<file path="config.mk">
export PLATFORM = sky130hd
export DESIGN_NAME = load_store_unit
export DESIGN_NICKNAME = d
export VERILOG_FILES = /design/src/rtl/load_store_unit_pkg.sv /design/src/rtl/load_store_unit_load_align.sv /design/src/rtl/load_store_unit.sv
export SDC_FILE = /design/constraint.sdc
export NUM_CORES = 1
export LEC_CHECK = 0
export CAP_MARGIN = 20
export CORE_ASPECT_RATIO = 0.75
export CORE_MARGIN = 4
export CORE_UTILIZATION = 50
export DETAILED_ROUTE_END_ITERATION = 16
export GPL_ROUTABILITY_DRIVEN = 0
export PLACE_DENSITY = 0.93
export SETUP_SLACK_MARGIN = 0.1
export SKIP_LAST_GASP = 1
export SYNTH_ARGS = -nofsm -noshare
export SYNTH_HDL_FRONTEND = slang
export SYNTH_HIERARCHICAL = 1
export SYNTH_SLANG_ARGS = --single-unit
</file>
<file path="constraint.sdc">
create_clock -name clk -period 5.4 [get_ports clk]
set_input_delay 1.08 -clock clk [delete_from_list [all_inputs] [get_ports clk]]
set_output_delay 1.08 -clock clk [all_outputs]
set_load 0.03 [all_outputs]
</file>
<file path="src/rtl/load_store_unit_pkg.sv">
// Shared types and helpers for the RV32I load/store path: funct3 encodings,
// LSU state type and request legality checks.
package load_store_unit_pkg;

   localparam logic [2:0] FUNCT3_LB  = 3'b000;
   localparam logic [2:0] FUNCT3_LH  = 3'b001;
   localparam logic [2:0] FUNCT3_LW  = 3'b010;
   localparam logic [2:0] FUNCT3_LBU = 3'b100;
   localparam logic [2:0] FUNCT3_LHU = 3'b101;
   localparam logic [2:0] FUNCT3_SB  = 3'b000;
   localparam logic [2:0] FUNCT3_SH  = 3'b001;
   localparam logic [2:0] FUNCT3_SW  = 3'b010;

   typedef enum logic [1:0] {
      LSU_IDLE = 2'd0,
      LSU_REQ  = 2'd1,
      LSU_RESP = 2'd2
   } lsu_state_t;

   function automatic logic funct3_legal(input logic is_store, input logic [2:0] funct3);
      logic ok;
      if (is_store) begin
         ok = (funct3 == FUNCT3_SB) || (funct3 == FUNCT3_SH) || (funct3 == FUNCT3_SW);
      end else begin
         ok = (funct3 == FUNCT3_LB) || (funct3 == FUNCT3_LH) || (funct3 == FUNCT3_LW) ||
              (funct3 == FUNCT3_LBU) || (funct3 == FUNCT3_LHU);
      end
      return ok;
   endfunction

   // size is funct3[1:0]: 00 byte, 01 half, 10 word
   function automatic logic misaligned(input logic [1:0] size, input logic [1:0] addr_lo);
      logic mis;
      case (size)
         2'b01:   mis = addr_lo[0];
         2'b10:   mis = (addr_lo != 2'b00);
         default: mis = 1'b0;
      endcase
      return mis;
   endfunction

endpackage

</file>
<file path="src/rtl/load_store_unit_load_align.sv">
// Load result formatting: picks the addressed byte/half out of a bus word
// and sign- or zero-extends it according to funct3.
module load_align
   import load_store_unit_pkg::*;
(
   input  logic [31:0] rdata,
   input  logic [1:0]  addr,
   input  logic [2:0]  funct3,
   output logic [31:0] rdata32
);

   logic [7:0]  byte_s;
   logic [15:0] half_s;

   // lane select followed by extension
   always_comb begin
      byte_s  = 8'd0;
      half_s  = 16'd0;
      rdata32 = 32'd0;
      case (addr)
         2'd0:    byte_s = rdata[7:0];
         2'd1:    byte_s = rdata[15:8];
         2'd2:    byte_s = rdata[23:16];
         2'd3:    byte_s = rdata[31:24];
         default: byte_s = 8'd0;
      endcase
      if (addr[1]) begin
         half_s = rdata[31:16];
      end else begin
         half_s = rdata[15:0];
      end
      case (funct3)
         FUNCT3_LB:  rdata32 = {{24{byte_s[7]}}, byte_s};
         FUNCT3_LBU: rdata32 = {24'd0, byte_s};
         FUNCT3_LH:  rdata32 = {{16{half_s[15]}}, half_s};
         FUNCT3_LHU: rdata32 = {16'd0, half_s};
         FUNCT3_LW:  rdata32 = rdata;
         default:    rdata32 = 32'd0;
      endcase
   end

endmodule

</file>
<file path="src/rtl/load_store_unit.sv">
// Memory-access stage of the multicycle RV32I core: runs one load or store
// over a req/ack data bus and returns the formatted result with a done pulse.
module load_store_unit
   import load_store_unit_pkg::*;
#(
   parameter int unsigned TIMEOUT_CYCLES = 16
)
(
   input  logic        clk,
   input  logic        rst,
   input  logic        lsu_start,
   input  logic        lsu_is_store,
   input  logic [2:0]  lsu_funct3,
   input  logic [31:0] lsu_addr,
   input  logic [31:0] lsu_wdata,
   output logic        lsu_busy,
   output logic        lsu_done,
   output logic [31:0] lsu_rdata,
   output logic        lsu_fault,
   output logic        mem_req,
   output logic        mem_we,
   output logic [31:0] mem_addr,
   output logic [31:0] mem_wdata,
   output logic [3:0]  mem_wmask,
   input  logic [31:0] mem_rdata,
   input  logic        mem_ack
);

   lsu_state_t  state_r, state_s;
   logic [1:0]  addr_lo_r;
   logic [2:0]  funct3_r;
   logic        is_store_r;
   logic [31:0] cnt_r;
   logic        busy_r, done_r, req_r, we_r, fault_r;
   logic [31:0] maddr_r, wdata_r, rdata_r;
   logic [3:0]  wmask_r;
   logic        req_ok_s, timeout_s;
   logic [31:0] store_wdata_s, load_data_s;
   logic [3:0]  store_wmask_s;

   assign req_ok_s = funct3_legal(lsu_is_store, lsu_funct3) &&
                     !misaligned(lsu_funct3[1:0], lsu_addr[1:0]);

   load_align u_load_align (
      .rdata   (mem_rdata),
      .addr    (addr_lo_r),
      .funct3  (funct3_r),
      .rdata32 (load_data_s)
   );

   // store lane formatting; loads never drive lanes
   always_comb begin
      store_wdata_s = 32'd0;
      store_wmask_s = 4'd0;
      if (lsu_is_store) begin
         case (lsu_funct3)
            FUNCT3_SB: begin
               store_wdata_s = {4{lsu_wdata[7:0]}};
               store_wmask_s = 4'b0001 << lsu_addr[1:0];
            end
            FUNCT3_SH: begin
               store_wdata_s = {2{lsu_wdata[15:0]}};
               store_wmask_s = 4'b0011 << lsu_addr[1:0];
            end
            default: begin
               store_wdata_s = lsu_wdata;
               store_wmask_s = 4'b1111;
            end
         endcase
      end else begin
         store_wdata_s = 32'd0;
         store_wmask_s = 4'd0;
      end
   end

   // next-state logic; an ack in the final counted cycle still wins over timeout
   always_comb begin
      state_s   = state_r;
      timeout_s = 1'b0;
      if (TIMEOUT_CYCLES != 32'd0) begin
         timeout_s = !mem_ack && ((cnt_r + 32'd1) == TIMEOUT_CYCLES);
      end else begin
         timeout_s = 1'b0;
      end
      case (state_r)
         LSU_IDLE: begin
            if (lsu_start) begin
               state_s = req_ok_s ? LSU_REQ : LSU_RESP;
            end else begin
               state_s = LSU_IDLE;
            end
         end
         LSU_REQ: begin
            if (mem_ack || timeout_s) begin
               state_s = LSU_RESP;
            end else begin
               state_s = LSU_REQ;
            end
         end
         LSU_RESP: state_s = LSU_IDLE;
         default:  state_s = LSU_IDLE;
      endcase
   end

   // state, bus drive and result registers
   always_ff @(posedge clk or posedge rst) begin
      if (rst) begin
         state_r    <= LSU_IDLE;
         addr_lo_r  <= 2'd0;
         funct3_r   <= 3'd0;
         is_store_r <= 1'b0;
         cnt_r      <= 32'd0;
         busy_r     <= 1'b0;
         done_r     <= 1'b0;
         req_r      <= 1'b0;
         we_r       <= 1'b0;
         maddr_r    <= 32'd0;
         wdata_r    <= 32'd0;
         wmask_r    <= 4'd0;
         rdata_r    <= 32'd0;
         fault_r    <= 1'b0;
      end else begin
         state_r <= state_s;
         busy_r  <= (state_s != LSU_IDLE);
         req_r   <= (state_s == LSU_REQ);
         done_r  <= (state_s == LSU_RESP);
         case (state_r)
            LSU_IDLE: begin
               if (lsu_start) begin
                  addr_lo_r  <= lsu_addr[1:0];
                  funct3_r   <= lsu_funct3;
                  is_store_r <= lsu_is_store;
                  cnt_r      <= 32'd0;
                  rdata_r    <= 32'd0;
                  fault_r    <= ~req_ok_s;
                  if (req_ok_s) begin
                     we_r    <= lsu_is_store;
                     maddr_r <= {lsu_addr[31:2], 2'b00};
                     wdata_r <= store_wdata_s;
                     wmask_r <= store_wmask_s;
                  end
               end
            end
            LSU_REQ: begin
               if (mem_ack) begin
                  if (!is_store_r) begin
                     rdata_r <= load_data_s;
                  end
                  we_r    <= 1'b0;
                  maddr_r <= 32'd0;
                  wdata_r <= 32'd0;
                  wmask_r <= 4'd0;
               end else if (timeout_s) begin
                  fault_r <= 1'b1;
                  we_r    <= 1'b0;
                  maddr_r <= 32'd0;
                  wdata_r <= 32'd0;
                  wmask_r <= 4'd0;
               end else begin
                  cnt_r <= cnt_r + 32'd1;
               end
            end
            default: begin
               cnt_r <= cnt_r;
            end
         endcase
      end
   end

   assign lsu_busy  = busy_r;
   assign lsu_done  = done_r;
   assign lsu_rdata = rdata_r;
   assign lsu_fault = fault_r;
   assign mem_req   = req_r;
   assign mem_we    = we_r;
   assign mem_addr  = maddr_r;
   assign mem_wdata = wdata_r;
   assign mem_wmask = wmask_r;

endmodule

</file>
==> flow_summary.toml <==
[pwr]
ir_worst_vdd_mv = 0.4326
leakagePower_uw = 0.004511
power_density_nw_per_um2 = 546.2

[detailed_routing]
route.detailed.drc = 0
vias = 7514
wl_met2_um = 11020
met1_length_um = 9881
routed_wirelength_um = 24040
drt-vias-per-instance = 6.139
wl_per_cell_um = 19.64
drt_iter0_drc = 885
dr_wl_met3_um = 2417
drt_pass1_iterations = 7
top_layer = "met4"
antenna_left = 0

[global_route]
antenna_found_initial = 0
grt_pass1_wl_um = 38500
grt_overflow = 0
grt_max_degree = 114
track_usage_pct = 25.82
grt_pass1_vias = 7258

[yosys]
synth_cell_type_count = 69
synth-edff-count = 0
synthCells = 842
async_flop_share_pct = 100.0
synth_seq_cells = 143
syn_area_per_cell_um2 = 9.577
yosysWarnings = 6
seq_area_frac_synth_pct = 44.38
ys.flop_type = "dfrtp_1"
ys_top_cells_by_count = "dfrtp_1, nand2_1, o21ai_0, nor2_1, a22o_1"
yosysMostFrequentCell = "dfrtp_1"
synth_top_cell_by_area = "dfrtp_1"
netlist_area_um2 = 8064
synth_area_leaders = "dfrtp_1, a22o_1, nand2_1"
yosysTopAreaCellShare_pct = 44.38

[timing]
slew-limit-headroom_pct = 24.75
period_minus_slack_ns = 4.653
slew_viol_final = 0
fin_setup_tns_ns = 0
fin_crit_sh_pct = 86.17
skew_ns = 0.01768
fmax_ghz = 0.2149
setup_viol = 0
worst_pin_slew_ns = 1.129
rsz0062_at_grt = "no"
hold_viol = 0

[worst_setup_path]
start_kind = "register"
crit_buf_inv = 0
crit_family = "simple AND/OR/NAND/NOR gates"
cp.depth = 8
worst_path_largest_cell_delay_ns = 0.77
critPathArrivalTime_ns = 4.97
r2r_cells = 8
crit_chain = "nand3_1 > nor3_2 > nand4_1 > a2111oi_0 > nor4bb_1 > a211oi_4 > nand2b_1 > o211ai_1"
slowest_stage = "nor4bb_1"
required_ns = 5.72
critPathCaptureType = "register"
worstSetupPathType = "register to register"
crit_fanout = 25

[floorplan]
die_x_um = 154.6
die_h_um = 118.0
start_util_pct = 51.97
io_pins = 209
dieArea_um2 = 18240
core_area_um2 = 15520
row_count = 39

[worst_hold_path]
hp-class = "register to register"
hold_path_depth = 2

[cts]
clk_path_buf_depth = 2
cts_root_buffer = "clkbuf_16"
clock-sinks = 143
clk_latency_ns = 0.43
cts_tree = "done"
cts_setup_buffers = 0
hold_buffers = 0
h-tree-depth = 4
post_cts_resized = 0
numCtsBuffers = 17
path_clk_slew_ns = 0.06

[place]
hpwl_um = 16630
dpl_cell_area_um2 = 10070
port_buffers = 206
place_inst = 1190

[cells_and_area]
area_growth_pct = 32.74
fill_cells = 1093
layout.cells.non_filler = 1224
seq_area_um2 = 3578
diodes = 0
multi_input_comb_area_um2 = 4034
postLayoutCellArea_um2 = 10700
final_nets = 1114
drive_above_1_share_pct = 9.225

[status]
outcome = "finished clean"

[run]
maxCapViolations = 0
cell usage in the layout (no fill, tap or decap), types with 19 or more instances in the layout:
master	count
inv_1	20
a22oi_1	24
a31oi_1	19
nor2_1	57
o21ai_0	82
a21oi_1	24
a22o_1	49
nand2_1	114
dfrtp_1	143
clkdlybuf4s50_1	206
mux2i_1	21
power breakdown:
| part | internal, uW | switching (uW) |
|---|---|---|
| clock | 692 | 480 |
| combinational | 1230 | 1680 |
| sequential | 1430 | 336 |
per-layer routing:
metal	global-route usage, %	up-vias
met2	39.59	450
li1	-	3432
met4	9.928	0
met3	7.718	71
met1	34.49	3561
met5	0	-
state kept, by name, summed over array words and instances (netlist names):
register,count
addr_lo_r,2
cnt_r,32
funct3_r,3
is_store_r,1
lsu_busy,1
lsu_done,1
lsu_fault,1
lsu_rdata,32
mem_addr,30
mem_req,1
mem_wdata,32
mem_we,1
mem_wmask,4
state_r,2
final timing paths:
check	endpoint	start	slack [ns]
hold / removal	lsu_rdata[14]	lsu_rdata[14]	0.48
hold reg to reg	lsu_rdata[14]	lsu_rdata[14]	0.48
setup reg to reg	cnt_r[30]	cnt_r[2]	0.75
setup / recovery	cnt_r[30]	cnt_r[2]	0.75
min in group asynchronous	cnt_r[24]	rst	1.03
max in group asynchronous	mem_wdata[28]	rst	3.64
cell families after synthesis:
| kind of cell | count (synthesis) | synth area share (%) |
|---|---|---|
| AOI/OAI and AO/OA | 277 | 24.20 |
| and+or+nand+nor | 266 | 16.48 |
| DFF | 143 | 44.38 |
| buffers and inverters | 93 | 6.020 |
| muxes | 48 | 7.168 |
| xor gates and xnor gates | 10 | 1.086 |
| adders and majority gates | 4 | 0.6207 |
| other | 1 | 0.04650 |
stage by stage:
step / util (%) / hold slack, ns / power (uW) / worst slack [ns]
global route: 68.98 / 0.5099 / 6110 / 0.4220
global placement: 64.90 / 0.4618 / 4556 / 1.271
finish: 68.98 / 0.4781 / 5847 / 0.7469
detailed placement: 64.90 / 0.4715 / 4633 / 1.135
floorplan: - / 0.4446 / 3627 / 0.4821
CTS: 68.67 / 0.4826 / 5827 / 0.9022
final cells by class:
cell class	instances	share of cell area, %
Multi-Input combinational cell	607	37.69
Sequential cell	143	33.43
Timing Repair Buffer	215	20.20
Clock buffer	19	4.044
Tap cell	205	2.396
Clock inverter	13	1.426
Inverter	22	0.8182
tightest hold or removal path: stages (launching register included):
cell and delay, ns:
dfrtp_1 0.34, nand2_1 0.05, o21ai_0 0.06
No activity file was read; power rests on OpenSTA's default activity.
